`src/rtl/sfa_bram_arb_pkg.sv`:
```
// -----------------------------------------------------------------------------
// sfa_bram_arb_pkg
// Shared types and constants for the two-requester BRAM arbiter.
//   state_t       : arbiter FSM states (IDLE -> ISSUE -> WAIT -> DONE)
//   BRAM_WE_FULL  : all four byte lanes written
//   BRAM_WE_NONE  : read / idle, no byte lanes written
//   DEPTH_DEFAULT : default number of valid BRAM words
// -----------------------------------------------------------------------------
package sfa_bram_arb_pkg;

   typedef enum logic [1:0] {
      IDLE  = 2'd0,
      ISSUE = 2'd1,
      WAIT  = 2'd2,
      DONE  = 2'd3
   } state_t;

   localparam logic [3:0] BRAM_WE_FULL  = 4'b1111;
   localparam logic [3:0] BRAM_WE_NONE  = 4'b0000;
   localparam int         DEPTH_DEFAULT = 100;

endpackage

```
`src/rtl/sfa_rr_arb2.sv`:
```
// -----------------------------------------------------------------------------
// sfa_rr_arb2
// Combinational 2-way round-robin grant. On a tie the requester that did not
// win last time is chosen; otherwise the single valid requester wins.
// The parent owns last_grant and updates it when a request is accepted.
//   valid[1:0]  in  request present per requester
//   last_grant  in  id of the most recently granted requester
//   gnt_any     out at least one requester is valid
//   gnt_id      out id of the winning requester (meaningful when gnt_any)
// -----------------------------------------------------------------------------
module sfa_rr_arb2 (
   input  logic [1:0] valid,
   input  logic       last_grant,
   output logic       gnt_any,
   output logic       gnt_id
);

   always_comb begin
      gnt_any = |valid;
      if (&valid) gnt_id = ~last_grant;
      else        gnt_id = valid[1];
   end

endmodule

```
`src/rtl/sfa_bram_arbiter.sv`:
```
// -----------------------------------------------------------------------------
// sfa_bram_arbiter
// Shares one single-port BRAM (1-cycle registered read) between two requesters
// with round-robin arbitration. Every op takes IDLE -> ISSUE -> WAIT -> DONE:
// accept at T, BRAM access at T+1, done pulse at T+3, next accept at T+4.
//
// Optional feature (macro SFA_BRAM_ARB_RANGE_CHECK_EN): ops whose address is
// >= DEPTH skip the BRAM access, return rdata=0 and complete with err=1.
// Without the macro the address passes through unchecked and err is 0.
//
// Ports:
//   bram_clk, bram_rstn          clock, async active-low reset
//   reqN_valid/ready             request handshake (N = 0, 1)
//   reqN_we/addr/wdata           request fields
//   reqN_rdata/done/err          completion: data, 1-cycle pulse, range error
//   bram_en/we/addr/din          BRAM port drive
//   bram_dout                    BRAM read data (registered)
// -----------------------------------------------------------------------------
module sfa_bram_arbiter
   import sfa_bram_arb_pkg::*;
#(
   parameter int ADDR_WIDTH = 32,
   parameter int DATA_WIDTH = 32,
   parameter int DEPTH      = DEPTH_DEFAULT
) (
   input  logic                  bram_clk,
   input  logic                  bram_rstn,

   input  logic                  req0_valid,
   output logic                  req0_ready,
   input  logic                  req0_we,
   input  logic [ADDR_WIDTH-1:0] req0_addr,
   input  logic [DATA_WIDTH-1:0] req0_wdata,
   output logic [DATA_WIDTH-1:0] req0_rdata,
   output logic                  req0_done,
   output logic                  req0_err,

   input  logic                  req1_valid,
   output logic                  req1_ready,
   input  logic                  req1_we,
   input  logic [ADDR_WIDTH-1:0] req1_addr,
   input  logic [DATA_WIDTH-1:0] req1_wdata,
   output logic [DATA_WIDTH-1:0] req1_rdata,
   output logic                  req1_done,
   output logic                  req1_err,

   output logic                  bram_en,
   output logic [3:0]            bram_we,
   output logic [ADDR_WIDTH-1:0] bram_addr,
   output logic [DATA_WIDTH-1:0] bram_din,
   input  logic [DATA_WIDTH-1:0] bram_dout
);

`ifdef SFA_BRAM_ARB_RANGE_CHECK_EN
   localparam logic RANGE_CHECK = 1'b1;
`else
   localparam logic RANGE_CHECK = 1'b0;
`endif

   // one extra bit so DEPTH values near 2**ADDR_WIDTH still compare correctly
   localparam logic [ADDR_WIDTH:0] DEPTH_LIM = (ADDR_WIDTH+1)'(DEPTH);

   state_t                state_q, state_d;
   logic                  last_grant_q;
   logic                  lat_we, lat_id, lat_oor;
   logic [ADDR_WIDTH-1:0] lat_addr;
   logic [DATA_WIDTH-1:0] lat_wdata;
   logic [DATA_WIDTH-1:0] rdata0_q, rdata1_q;

   logic                  gnt_any, gnt_id, accept;
   logic                  win_we, win_oor;
   logic [ADDR_WIDTH-1:0] win_addr;
   logic [DATA_WIDTH-1:0] win_wdata;

   sfa_rr_arb2 u_arb (
      .valid      ({req1_valid, req0_valid}),
      .last_grant (last_grant_q),
      .gnt_any    (gnt_any),
      .gnt_id     (gnt_id)
   );

   assign win_we    = gnt_id ? req1_we    : req0_we;
   assign win_addr  = gnt_id ? req1_addr  : req0_addr;
   assign win_wdata = gnt_id ? req1_wdata : req0_wdata;
   // constant-folds to 0 when the range check is compiled out
   assign win_oor   = RANGE_CHECK & ({1'b0, win_addr} >= DEPTH_LIM);

   // next state and handshake / BRAM strobes
   always_comb begin
      state_d    = state_q;
      accept     = 1'b0;
      req0_ready = 1'b0;
      req1_ready = 1'b0;
      req0_done  = 1'b0;
      req1_done  = 1'b0;
      bram_en    = 1'b0;
      bram_we    = BRAM_WE_NONE;
      case (state_q)
         IDLE: begin
            if (gnt_any) begin
               accept  = 1'b1;
               state_d = ISSUE;
            end
            // gated by reset so no handshake is shown while held in reset
            req0_ready = accept & ~gnt_id & bram_rstn;
            req1_ready = accept &  gnt_id & bram_rstn;
         end
         ISSUE: begin
            bram_en = ~lat_oor;
            if (lat_we && !lat_oor) bram_we = BRAM_WE_FULL;
            state_d = WAIT;
         end
         WAIT: begin
            state_d = DONE;
         end
         DONE: begin
            req0_done = ~lat_id;
            req1_done =  lat_id;
            state_d   = IDLE;
         end
         default: state_d = IDLE;
      endcase
   end

   // address and write data come straight from the latch, so they hold
   // through WAIT and clear to 0 on reset
   assign bram_addr  = lat_addr;
   assign bram_din   = lat_wdata;
   assign req0_rdata = rdata0_q;
   assign req1_rdata = rdata1_q;

`ifdef SFA_BRAM_ARB_RANGE_CHECK_EN
   assign req0_err = req0_done & lat_oor;
   assign req1_err = req1_done & lat_oor;
`else
   assign req0_err = 1'b0;
   assign req1_err = 1'b0;
`endif

   always_ff @(posedge bram_clk or negedge bram_rstn) begin
      if (!bram_rstn) begin
         state_q      <= IDLE;
         last_grant_q <= 1'b1;          // req0 wins the first tie
         lat_we       <= 1'b0;
         lat_id       <= 1'b0;
         lat_oor      <= 1'b0;
         lat_addr     <= '0;
         lat_wdata    <= '0;
         rdata0_q     <= '0;
         rdata1_q     <= '0;
      end else begin
         state_q <= state_d;
         if (accept) begin
            lat_we       <= win_we;
            lat_id       <= gnt_id;
            lat_oor      <= win_oor;
            lat_addr     <= win_addr;
            lat_wdata    <= win_wdata;
            last_grant_q <= gnt_id;
         end
         // BRAM output is valid in WAIT (one cycle after the ISSUE strobe)
         if (state_q == WAIT && !lat_we) begin
            if (lat_id) rdata1_q <= lat_oor ? '0 : bram_dout;
            else        rdata0_q <= lat_oor ? '0 : bram_dout;
         end
      end
   end

endmodule

```
`config.mk`:
```
export PLATFORM = sky130hd
export DESIGN_NAME = sfa_bram_arbiter
export DESIGN_NICKNAME = d
export VERILOG_FILES = /design/src/rtl/sfa_bram_arb_pkg.sv /design/src/rtl/sfa_rr_arb2.sv /design/src/rtl/sfa_bram_arbiter.sv
export SDC_FILE = /design/constraint.sdc
export NUM_CORES = 1
export LEC_CHECK = 0
export CAP_MARGIN = 10
export CORE_UTILIZATION = 30
export CTS_CLUSTER_DIAMETER = 120
export DETAILED_ROUTE_END_ITERATION = 10
export MAX_ROUTING_LAYER = met4
export PLACE_DENSITY = 0.67
export RECOVER_POWER = 100
export SKIP_CTS_REPAIR_TIMING = 1
export SYNTH_ARGS = -nofsm -noshare
export SYNTH_HDL_FRONTEND = slang
export SYNTH_SLANG_ARGS = --single-unit
export TNS_END_PERCENT = 10
```
`constraint.sdc`:
```
create_clock -name bram_clk -period 1.6 [get_ports bram_clk]
set_input_delay 0.32 -clock bram_clk [delete_from_list [all_inputs] [get_ports bram_clk]]
set_output_delay 0.32 -clock bram_clk [all_outputs]
set_load 0.05 [all_outputs]
```
Word level (Yosys, flattened, before mapping)

Index checks and enable logic that the tools add are counted.

Register bits: 133
Bits in latches: 0
Bits in writable memories: 0
Bits in read-only memories: 0
Output and inout bits: 139
Logic and storage cells: 42
Memories: 0

Add/subtract/negate cells: 0
Multiply operators: 0
Divide/modulo/power cells: 0
$lt $le $gt $ge: 0
Equal/unequal tests: 4
Shifts and indexed selects: 0
Muxes and demuxes: 16
Bitwise gates (word level): 7
Reduce and logical (&&, ||, !) cells: 7

Operator list:

| kind                                                             | number |
|---|---|
| 32-bit 2-to-1 mux                                                | 2 |
| 1-bit 2-to-1 mux                                                 | 10 |
| 4-bit 2-to-1 mux                                                 | 2 |
| 2-bit one-hot mux with 4 select lines                            | 1 |
| 2-bit AND reduction                                              | 3 |
| 1-bit bitwise AND                                                | 4 |
| 2-bit == test (second input constant)                            | 2 |
| 1-bit NOT                                                        | 3 |
| 2-bit by 1-bit == test with 1-bit output (second input constant) | 1 |
| 2-bit logical NOT                                                | 1 |
| 2-bit 2-to-1 mux                                                 | 1 |
| 2-bit inequality test (second input constant)                    | 1 |
| 2-bit OR reduction                                               | 1 |
| 1-bit logical AND                                                | 1 |
| 1-bit logical NOT                                                | 1 |

Logic depth before layout (Yosys ltp)

Depth in word-level cells: 6
Mapped depth: 7
Depth with buffers taken out: 5

By module

Synthesis repeated with hierarchy kept, for this count alone.

Cell total of the unflattened synthesis: 458
Area, all modules: 5826.8 um2

By module, submodules not included:

| module           | instances | cells each | area an instance (um2) |
|---|---|---|---|
| sfa_bram_arbiter | 1         | 456        | 5813.1 |
| sfa_rr_arb2      | 1         | 2          | 13.8 |

Worst setup path after synthesis

OpenSTA, ideal clock, no wires.

Kind: register to output
From: reg state_q[1]
To: out bram_we[1]
Arrival time: 1800 ps
Slack: -520 ps
Cell stages (with the launch flop): 5
Path through: dfrtp_1 > inv_1 > ha_1 > and2_1 > buf_4

Longest elaborated chain between the ends: 2

Ends and longest elaborated chain:

| what                                     | RTL line                | source |
|---|---|---|
| start, declared                          | sfa_bram_arbiter.sv:63  | `state_t state_q, state_d;` |
| start signal, assigned                   | sfa_bram_arbiter.sv:152 | `state_q <= state_d;` |
| 2-bit by 1-bit == test with 1-bit output | sfa_bram_arbiter.sv:98  | `case (state_q)` |
| 4-bit 2-to-1 mux                         | sfa_bram_arbiter.sv:98  |  |
| end, declared                            | sfa_bram_arbiter.sv:48  | `output logic [3:0] bram_we,` |

Every way passes these cells.

Worst setup path in the final report

From: reg state_q[1]
To: out req0_ready

Longest elaborated chain between the ends: 2

Ends and longest elaborated chain:

| what              | RTL line               | source |
|---|---|---|
| 2-bit logical NOT | sfa_bram_arbiter.sv:98 |  |
| 1-bit 2-to-1 mux  | sfa_bram_arbiter.sv:98 |  |
| end, declared     | sfa_bram_arbiter.sv:30 | `output logic req0_ready,` |

Every way passes these cells.

==> results.md <==
* Netlist Area Pre-Place at 5610 um^2
* Seq cells post-synth at around 130
* Die H at approximately 140 um
* Tot Pwr at 24.2 mW
* CTS buffer count at 17
* F_max at 545 MHz
* Routed wire per std cell at 16.0 um
* WL final at 17,400 um
* IR drop worst, VDD at 1.19 mV
* Violated checks: design-rule violations, negative hold slack, negative setup slack
* Share of cells above drive strength 1 at 34.2%
* DR pass1 iterations at 8
* Max Cap Viol at 0
* Total congestion overflow at 0
* Fin nets at around 1,000
* Initial DRC count at 184
* RSZ-0062 raised after global routing: true
* Initial Utilization at 30.9%
* Status: complete, but fails checks
* Clock Pin Slew Worst Setup and Hold Paths at 60 ps
* Main flop type after synthesis: dfrtp_1
* Hold slack final at -76.0 ps
* Setup slack, reg-to-reg at -20 ps
* Crit-path max FO at 4
* Post-synth top area share at 58.9%
* Full die area at 19,300 um^2
* Crit path kind: flip-flop to output port
* Die width at 139 um
* CTS tree: yes
* Layout Skew at 12.1 ps
* Synthesis-to-layout area growth at 71.8%
* Vias per Instance at 4.69
* Via count at 5,106
* CTS Sinks at 133
* Combinational share of power at 59.1%
* Class of the most critical hold timing path: primary input to async pin
* Startpoint Class: flip-flop
* Synth cell types at 25
* Area of the multi-input gates at 2150 um^2
* Max-slew headroom at 32.4%
* Worst-Margin Slew at 1010 ps
* Clock power share at between 15 and 20%
* Asr flop ratio synth at 100%
* Total I/O pin count at around 300
* R2r startpoint: state_q[1]
* GR Util All Layers at 19.1%
* Largest family of logic cells by synthesized area: multiplexers
* Final hold vios at 69
* Net Sw Power at 11.8 mW
* Endpoints failing setup at 41
* Final Cycle Share at 115%
* Dpl hpwl at 12,600 um
* Synth Area in Compound Gates at 12.6%
* Slew Limit Fails at 0
* Number of flops mapped to enable cells by yosys at 0
* Area of the core at 18,100 um^2
* Synth Area in Simple Gates at about a tenth
* Tmin final at 1840 ps
* Cells after synthesis at roughly 520
* IO Port Bufs at 302
* Post-synth top area cell: dfrtp_1
* Sw frac at 48.8%
* CP required at 1280 ps
* First-pass GRT wire length at 27,800 um
* Cell Pwr Density at 2510 nW/um^2
* Yosys warns at 0
* Reg area at approximately 3300 um^2
* Synth Area in Adders at about 1.1%
* CP arrival at roughly 1500 ps
* Slowest cell on crit path: dfrtp_1
* Final Wtd Congestion at 0.755
* Largest net degree at the start of global routing at 96
* Core Rows at 49
* Area contributors post-synth: dfrtp_1, mux2_2, a21oi_1
* Synth Area in XOR/XNOR at 0%
* Clk_lat worst skew at 410 ps
* Reg2reg end: req0_rdata[1]
* Synth top cells by count: a21oi_1, dfrtp_1, mux2_2, nand2_1, nor2_1
* Vias in the first global route at about 5,200
* Worst setup EP type: output port
* Final core utilization at 53.1%
* Drt drc at 25
* Flop pwr share at between 20 and 30%
* H-Tree Depth at 4
* Average size of a mapped cell at 10.8 um^2
* Internal at 12.4 mW
* Worst r2r path cells at 5
* Antenna-violating nets left at 0
* Initial antenna violation count at 0
* Fillers at 1,636
* Max Root-Sink Buffers at 2
* Crit-path cells: inv_2 > ha_4 > o21a_4 > and3_4 > buf_12
* Root buf cell: clkbuf_16
* Worst setup margin at -236 ps
* N_diodes at 0
* Post-synthesis mux area share at 13.0%
* Register area share after synthesis at 59.3%
* Leak pwr at 4.31 nW
* Worst path max stage delay at 400 ps
==> cell families after synthesis <==
| group | after synthesis |
|---|---|
| AO/OA/AOI/OAI | 138 |
| other | 1 |
| flip-flops | 133 |
| multiplexers | 65 |
| AND/OR/NAND/NOR | 139 |
| buffers and inverters | 41 |
| adder cells (fa/ha/maj) | 5 |
==> power groups by stage <==
stage / Clock (mW) / Combinational, mW / Sequential, mW
floorplan: 0 / 3.38 / 11.8
global placement: 0 / 14.1 / 6.09
detailed placement: 0 / 14.3 / 6.14
CTS: 3.93 / 14.3 / 6.10
global route: 4.10 / 15.1 / 6.32
finish: 3.81 / 14.3 / 6.09
==> sequential cells by signal, summed over array words and instances (netlist names) <==
signal        cells
state_q           2
last_grant_q      1
lat_id            1
lat_we            1
req0_rdata       32
req1_rdata       32
bram_din         32
bram_addr        32
==> critical path: cells and delay by family (launching register included) <==
| kind | cells | cell delay (ps) |
|---|---|---|
| flip-flops | 1 | 400 |
| buffers and inverters | 2 | 210 |
| AND/OR/NAND/NOR | 1 | 180 |
| adder cells (fa/ha/maj) | 1 | 170 |
| AO/OA/AOI/OAI | 1 | 130 |
==> per-layer routing <==
metal  up-vias  GRT usage [%]  part of all wire [%]
li1       2421              -                     -
met1      2441           23.3                    42
met2       228           30.5                    48
met3        16           6.35                   8.7
met4         0           4.91                   1.2
met5         -              -                     0
==> per-stage QoR <==
stage | instances | worst slack [ps] | instance area [um^2] | TNS (ps)
floorplan | 523 | -78.5 | 5630 | -985
global placement | 1052 | -198 | 8980 | -11440
detailed placement | 1052 | -255 | 8980 | -14670
CTS | 1084 | -454 | 9550 | -4530
global route | 1089 | -321 | 9640 | -7140
finish | 1089 | -236 | 9640 | -2260
==> cell usage in the layout (no fill, tap or decap), types with 2 or more instances in the layout <==
cell / Yosys / layout
and2_4: 0 / 2
clkinv_2: 0 / 3
buf_6: 0 / 2
clkbuf_16: 0 / 17
buf_12: 0 / 24
clkinv_4: 0 / 2
nor2_1: 65 / 65
inv_8: 0 / 3
buf_4: 12 / 152
clkinvlp_4: 0 / 2
mux2_2: 65 / 65
conb_1: 1 / 2
inv_2: 0 / 2
ha_2: 0 / 2
clkdlybuf4s50_1: 0 / 164
dfrtp_1: 132 / 132
inv_6: 0 / 4
nand2_1: 65 / 65
and3_4: 0 / 2
ha_4: 0 / 2
clkbuf_2: 0 / 2
a21oi_1: 132 / 132
==> cell type report <==
class,count,area share (%)
repair buffers,344,34.2
clock buffers,17,4.41
flip-flops and latches,133,34.5
multi-input cells,349,22.3
clock inverters,15,1.52
well taps,229,2.97
inverters,2,0.0779
==> how the worst max path moves through the flow <==
| stage | start | end | slack [ps] | cells after the start |
|---|---|---|---|---|
| floorplan | state_q[1] | bram_we[1] | -80 | 4 |
| global placement | req0_valid | bram_addr[20] | -200 | 6 |
| detailed placement | req0_valid | bram_din[2] | -260 | 6 |
| CTS | state_q[0] | req0_ready | -450 | 5 |
| global route | state_q[1] | req0_ready | -320 | 5 |
| finish | state_q[1] | req0_ready | -240 | 5 |
Note: power is estimated with default switching activity, not from simulation.
